### config.mk
export PLATFORM = sky130hd
export DESIGN_NAME = psram_xfer_arb
export DESIGN_NICKNAME = d
export VERILOG_FILES = /design/src/rtl/psram_xfer_arb.sv
export SDC_FILE = /design/constraint.sdc
export NUM_CORES = 1
export LEC_CHECK = 0
export ABC_CLOCK_PERIOD_IN_PS = 4050
export BUFFER_PORTS_ARGS = -buffer_cell sky130_fd_sc_hd__buf_2
export CORE_AREA = 2 2 159 161
export DETAILED_ROUTE_END_ITERATION = 16
export DIE_AREA = 0 0 161 163
export PLACE_DENSITY = 0.6
export SETUP_SLACK_MARGIN = 0.05
export SYNTH_ARGS = -nofsm -noshare
export SYNTH_HDL_FRONTEND = slang
export SYNTH_SLANG_ARGS = --single-unit
### constraint.sdc
create_clock -name clk_i -period 4.05 [get_ports clk_i]
set_input_delay 0.2025 -clock clk_i [delete_from_list [all_inputs] [get_ports clk_i]]
set_output_delay 0.2025 -clock clk_i [all_outputs]
set_load 0.02 [all_outputs]
### src/rtl/psram_xfer_arb.sv
// Arbiter sharing one psram_core transfer port between the APB config
// path and the AXI bus path, with recovery gap and done-timeout watchdog.
module psram_xfer_arb #(
   parameter int ADDR_WIDTH   = 32,
   parameter int DATA_WIDTH   = 64,
   parameter int STARVE_LIMIT = 4,
   parameter int TIMEOUT      = 1024
) (
   input  logic                    clk_i,
   input  logic                    rst_i,
   input  logic                    cfg_en_i,
   input  logic [7:0]              recy_i,
   input  logic                    cfg_req_i,
   input  logic                    cfg_rdwr_i,
   input  logic [ADDR_WIDTH-1:0]   cfg_addr_i,
   input  logic [7:0]              cfg_wdata_i,
   output logic                    cfg_ack_o,
   output logic                    cfg_err_o,
   output logic [7:0]              cfg_rdata_o,
   input  logic                    bus_req_i,
   input  logic                    bus_rdwr_i,
   input  logic [ADDR_WIDTH-1:0]   bus_addr_i,
   input  logic [DATA_WIDTH-1:0]   bus_wdata_i,
   input  logic [DATA_WIDTH/8-1:0] bus_mask_i,
   output logic                    bus_ack_o,
   output logic                    bus_err_o,
   output logic [DATA_WIDTH-1:0]   bus_rdata_o,
   input  logic                    xfer_ready_i,
   input  logic                    xfer_done_i,
   input  logic [DATA_WIDTH-1:0]   xfer_rdata_i,
   output logic                    xfer_valid_o,
   output logic                    xfer_rdwr_o,
   output logic                    xfer_cflg_o,
   output logic [ADDR_WIDTH-1:0]   xfer_addr_o,
   output logic [DATA_WIDTH-1:0]   xfer_wdata_o,
   output logic [DATA_WIDTH/8-1:0] xfer_mask_o,
   output logic                    busy_o
);

   localparam int MW = DATA_WIDTH / 8;
   localparam int SW = $clog2(STARVE_LIMIT + 1);
   localparam int TW = (TIMEOUT > 2) ? $clog2(TIMEOUT) : 1;
   localparam logic [SW-1:0] STARVE_MAX = SW'(STARVE_LIMIT);
   localparam logic [TW-1:0] TMO_LAST   = TW'(TIMEOUT - 1);

   typedef enum logic [2:0] {
      S_IDLE,
      S_ISSUE,
      S_WAIT,
      S_ACK,
      S_RECOVER
   } state_t;

   state_t          state;
   logic [SW-1:0]   starve_cnt;
   logic [TW-1:0]   tmo_cnt;
   logic [7:0]      recy_cnt;
   logic            own_bus;
   logic            grant;
   logic            pick_bus;

   assign grant    = cfg_en_i & xfer_ready_i & (cfg_req_i | bus_req_i);
   assign pick_bus = bus_req_i & (~cfg_req_i | (starve_cnt == STARVE_MAX));
   assign busy_o   = (state != S_IDLE);

   always_ff @(posedge clk_i) begin
      if (rst_i) begin
         state        <= S_IDLE;
         starve_cnt   <= '0;
         tmo_cnt      <= '0;
         recy_cnt     <= '0;
         own_bus      <= 1'b0;
         cfg_ack_o    <= 1'b0;
         cfg_err_o    <= 1'b0;
         cfg_rdata_o  <= '0;
         bus_ack_o    <= 1'b0;
         bus_err_o    <= 1'b0;
         bus_rdata_o  <= '0;
         xfer_valid_o <= 1'b0;
         xfer_rdwr_o  <= 1'b0;
         xfer_cflg_o  <= 1'b0;
         xfer_addr_o  <= '0;
         xfer_wdata_o <= '0;
         xfer_mask_o  <= '0;
      end else begin
         xfer_valid_o <= 1'b0;
         cfg_ack_o    <= 1'b0;
         cfg_err_o    <= 1'b0;
         bus_ack_o    <= 1'b0;
         bus_err_o    <= 1'b0;
         unique case (state)
            S_IDLE: begin
               if (grant) begin
                  state        <= S_ISSUE;
                  xfer_valid_o <= 1'b1;
                  own_bus      <= pick_bus;
                  xfer_cflg_o  <= ~pick_bus;
                  if (pick_bus) begin
                     xfer_rdwr_o  <= bus_rdwr_i;
                     xfer_addr_o  <= bus_addr_i;
                     xfer_wdata_o <= bus_wdata_i;
                     xfer_mask_o  <= bus_mask_i;
                     starve_cnt   <= '0;
                  end else begin
                     xfer_rdwr_o  <= cfg_rdwr_i;
                     xfer_addr_o  <= cfg_addr_i;
                     xfer_wdata_o <= DATA_WIDTH'(cfg_wdata_i);
                     xfer_mask_o  <= MW'(1);
                     // only a waiting bus counts toward starvation
                     if (bus_req_i && starve_cnt != STARVE_MAX)
                        starve_cnt <= starve_cnt + SW'(1);
                  end
               end
            end
            S_ISSUE: begin
               tmo_cnt <= '0;
               state   <= S_WAIT;
            end
            S_WAIT: begin
               tmo_cnt <= tmo_cnt + TW'(1);
               if (xfer_done_i) begin
                  state <= S_ACK;
                  if (own_bus) begin
                     bus_rdata_o <= xfer_rdata_i;
                     bus_ack_o   <= 1'b1;
                  end else begin
                     cfg_rdata_o <= xfer_rdata_i[7:0];
                     cfg_ack_o   <= 1'b1;
                  end
               end else if (tmo_cnt == TMO_LAST) begin
                  state <= S_ACK;
                  if (own_bus) begin
                     bus_ack_o <= 1'b1;
                     bus_err_o <= 1'b1;
                  end else begin
                     cfg_ack_o <= 1'b1;
                     cfg_err_o <= 1'b1;
                  end
               end
            end
            S_ACK: begin
               recy_cnt <= recy_i;
               state    <= (recy_i == 8'd0) ? S_IDLE : S_RECOVER;
            end
            S_RECOVER: begin
               recy_cnt <= recy_cnt - 8'd1;
               if (recy_cnt <= 8'd1)
                  state <= S_IDLE;
            end
            default: state <= S_IDLE;
         endcase
      end
   end

endmodule

==> out/qor.csv <==
stage,metric,value,unit
setup_path,cp_cell_sequence,"nor3b_4, and3_2, buf_4, nand2_1, a21oi_1",
worst_hold_path,hold-path-cell-count,3,
floorplan,fp.dieH,163,µm
timing,final.setup.worst_slack,1.47,ns
floorplan,die_width,161,µm
cells_and_area,layout.filler_cells,2301,
logic_synthesis,synthesized_area_divided_by_synthesized_cell_count,8.87,µm²
clock_tree,cts_post_setup_buffers_inserted,0,
floorplan,core-area,24700,µm²
timing,timing.final.crit_period,2.58,ns
detailed_routing,detail-route-antenna-nets,0,
timing,report.final.hold_viol_count,0,
global_route,grt_pass1_vias,8163,
floorplan,num_rows,58,
cells_and_area,layout-drive-gt1-share,0.324,
global_route,globalRoute.totalOverflow,0,
clock_tree,max-clock-path-buffers,3,
detailed_routing,firstDrtPassIters,5,
cells_and_area,layout.nets,1660,
timing,final_max_slew_viol_count,0,
detailed_routing,drc,0,
logic_synthesis,async_reset_ff_frac,0,
setup_path,max_stage_delay,0.77,ns
logic_synthesis,synth_sequential_area_ratio,0.535,
logic_synthesis,synth_top_flop_cell,sky130_fd_sc_hd__dfxtp_1,
detailed_routing,finalWirelength,28.8,mm
detailed_routing,vias,8587,
place,placedCellCount,1558,
clock_tree,worst_skew_pair.late_latency,0.51,ns
logic_synthesis,synth_edf_count,0,
place,hpwl,18.5,mm
logic_synthesis,synthesis.instances,878,
job,maxCapViolations,0,
cells_and_area,stdcell_count,1779,
run_status,outcome,finished clean,
clock_tree,cts_made_buffers,24,
floorplan,die_area,26200,µm²
pwr,p_leak,5.70,nW
global_route,antenna_found_initial,2,
timing,final_period_utilization,0.638,
timing,grt_setup_unrepaired,no,
logic_synthesis,mappedNetlistArea,7780,µm²
pwr,max-vdd-ir-drop,0.253,mV
place,io_buffer_count,408,
worst_hold_path,class_of_the_tightest_hold_or_removal_check,primary input to flip-flop,
setup_path,timing.critical_path.slowest_stage_cell,sky130_fd_sc_hd__and3_2,
setup_path,arrival_time_reported_for_the_critical_path_endpoint,3.01,ns
clock_tree,post_cts_resized,0,
setup_path,crit_path_start_kind,flip-flop,
setup_path,path_max_fanout,42,
pwr,powerDensity,381,nW/µm²
clock_tree,cts_tree,yes,
global_route,largest_net_degree_at_the_start_of_global_routing,77,
timing,timing.final.setup_violations,0,
clock_tree,h-tree-depth,1,
detailed_routing,viasPerCell,4.83,
cells_and_area,postLayoutCoreUtil,0.506,
setup_path,critPathRequiredTime,4.47,ns
timing,timing.setup.tns,0,ns
clock_tree,clk_transition_reported_paths,0.06,ns
clock_tree,clock_sinks,208,
timing,hold_ws,0.0108,ns
cells_and_area,synthToLayoutAreaGrowth,60.3,%
timing,achievable-frequency,387,MHz
logic_synthesis,postSynthRegisterBits,208,
place,finalWeightedCongestion,0.811,
clock_tree,cts-root-buf,sky130_fd_sc_hd__clkbuf_16,
setup_path,endpoint_kind,flip-flop,
detailed_routing,drt-initial-drc-count,580,
floorplan,floorplan.initialDensity,0.315,
logic_synthesis,syn_nets,1108,
setup_path,worst_r2r_path_depth,5,
timing,fin_skew,0.00928,ns
global_route,grt_first_pass_wirelength,42.9,mm
place,post-place-ws,1.53,ns
logic_synthesis,yosys.cell_types.count,47,
detailed_routing,wire_per_inst,16.2,µm
timing,worst_slew_pin_tran,1.03,ns
floorplan,count_of_boundary_i_o_pins,409,
clock_tree,cts_hold_buffers,176,
timing,maxSlewHeadroom,0.313,
logic_synthesis,yosysWarningCount,0,
setup_path,timing.setup.critical_path_class,flip-flop to flip-flop,
global_route,grtUsageTotal,0.202,
-- routing by layer --
metal | routed length, µm | track usage | part of all wire | vias up
li1 | - | - | - | 4175
met1 | 11600 | 0.238 | 0.40 | 3961
met2 | 13800 | 0.346 | 0.48 | 361
met3 | 2020 | 0.0453 | 0.070 | 88
met4 | 1380 | 0.103 | 0.048 | 2
met5 | 8 | 0 | 0.00028 | -
-- layout by cell type, fill, tap and decap left out, types with 3 or more instances in the layout --
cell type                       instances
sky130_fd_sc_hd__buf_2                407
sky130_fd_sc_hd__dfxtp_1              208
sky130_fd_sc_hd__nand2_1              203
sky130_fd_sc_hd__dlygate4sd3_1        176
sky130_fd_sc_hd__a21oi_1              129
sky130_fd_sc_hd__nor2_1                65
sky130_fd_sc_hd__a22o_1                65
sky130_fd_sc_hd__a211oi_1              46
sky130_fd_sc_hd__clkbuf_16             25
sky130_fd_sc_hd__buf_4                 10
sky130_fd_sc_hd__nand3_1                8
sky130_fd_sc_hd__inv_1                  7
sky130_fd_sc_hd__clkbuf_1               7
sky130_fd_sc_hd__nor3_1                 6
sky130_fd_sc_hd__or3_1                  5
sky130_fd_sc_hd__ha_1                   5
sky130_fd_sc_hd__clkinv_2               5
sky130_fd_sc_hd__and3_1                 4
sky130_fd_sc_hd__o21ai_0                4
sky130_fd_sc_hd__nand4_1                4
sky130_fd_sc_hd__a22oi_1                4
sky130_fd_sc_hd__a41oi_1                3
sky130_fd_sc_hd__o211ai_1               3
sky130_fd_sc_hd__a31oi_1                3
sky130_fd_sc_hd__nor4_1                 3
sky130_fd_sc_hd__clkbuf_8               3
-- cell type report --
class	instances	area [µm²]	share of cell area
sequential	208	4160	0.334
timing repair buffer	593	3870	0.310
multi-input combinational	596	3250	0.261
clock buffer	35	693	0.0556
tap	330	413	0.0331
clock inverter	8	48.8	0.00391
inverter	7	26.3	0.00211
antenna	2	5.00	0.000401
-- logic make-up after synthesis --
family / after synthesis / share of synthesized area
and+or+nand+nor: 323 / 0.180
DFF: 208 / 0.535
adders and majority gates: 5 / 0.00804
AOI/OAI and AO/OA: 266 / 0.226
buffers and inverters: 74 / 0.0492
muxes: 2 / 0.00257
-- sequential cells by signal, summed over array words and instances, names as in the netlist, 3 cells and up --
| signal | count |
|---|---|
| recy_cnt | 8 |
| tmo_cnt | 10 |
| bus_rdata_o | 64 |
| xfer_addr_o | 32 |
| cfg_rdata_o | 8 |
| starve_cnt | 3 |
| xfer_mask_o | 8 |
| state | 3 |
| xfer_wdata_o | 64 |
-- power breakdown --
group	switching [W]	internal (W)	leakage (nW)
Sequential	0.0000317	0.00210	1.68
Clock	0.000850	0.00119	0.362
Combinational	0.000301	0.000287	3.66
Total	0.00118	0.00357	5.70
-- worst max-delay path, delay by kind of cell (launching register included) --
family,cells,cell delay [ns]
AO/OA/AOI/OAI,1,0.17
buffers and inverters,1,0.39
flip-flops,1,0.59
AND/OR/NAND/NOR,3,1.33
-- stage by stage --
step	area, µm²	power [W]
2_1_floorplan	7780	0.00241
3_3_place_gp	9970	0.00262
3_5_place_dp	9970	0.00262
4_1_cts	12500	0.00479
5_1_grt	12500	0.00493
6_report	12500	0.00475
-- synthesized netlist by cell type (5+ instances only) --
cell type / n / area share
sky130_fd_sc_hd__buf_6: 8 / 0.012
sky130_fd_sc_hd__ha_1: 5 / 0.0080
sky130_fd_sc_hd__clkbuf_1: 33 / 0.016
sky130_fd_sc_hd__nand2_1: 204 / 0.098
sky130_fd_sc_hd__a21oi_1: 129 / 0.083
sky130_fd_sc_hd__nor3_1: 6 / 0.0039
sky130_fd_sc_hd__buf_2: 15 / 0.0096
sky130_fd_sc_hd__inv_1: 7 / 0.0034
sky130_fd_sc_hd__dfxtp_1: 208 / 0.53
sky130_fd_sc_hd__buf_4: 7 / 0.0068
sky130_fd_sc_hd__a22o_1: 65 / 0.073
sky130_fd_sc_hd__nor2_1: 65 / 0.031
sky130_fd_sc_hd__or3_1: 5 / 0.0040
sky130_fd_sc_hd__and3_1: 5 / 0.0040
sky130_fd_sc_hd__a211oi_1: 46 / 0.044
sky130_fd_sc_hd__nand3_1: 9 / 0.0058
-- path summary, 6_finish.rpt --
kind                   startpoint  slack (ns)         endpoint
setup / recovery         state[1]        1.47  bus_rdata_o[45]
hold / removal      bus_mask_i[0]        0.01   xfer_mask_o[0]
setup reg to reg         state[1]        1.47  bus_rdata_o[45]
hold reg to reg   bus_rdata_o[19]        0.45  bus_rdata_o[19]
Power figures use the tool's default switching activity.
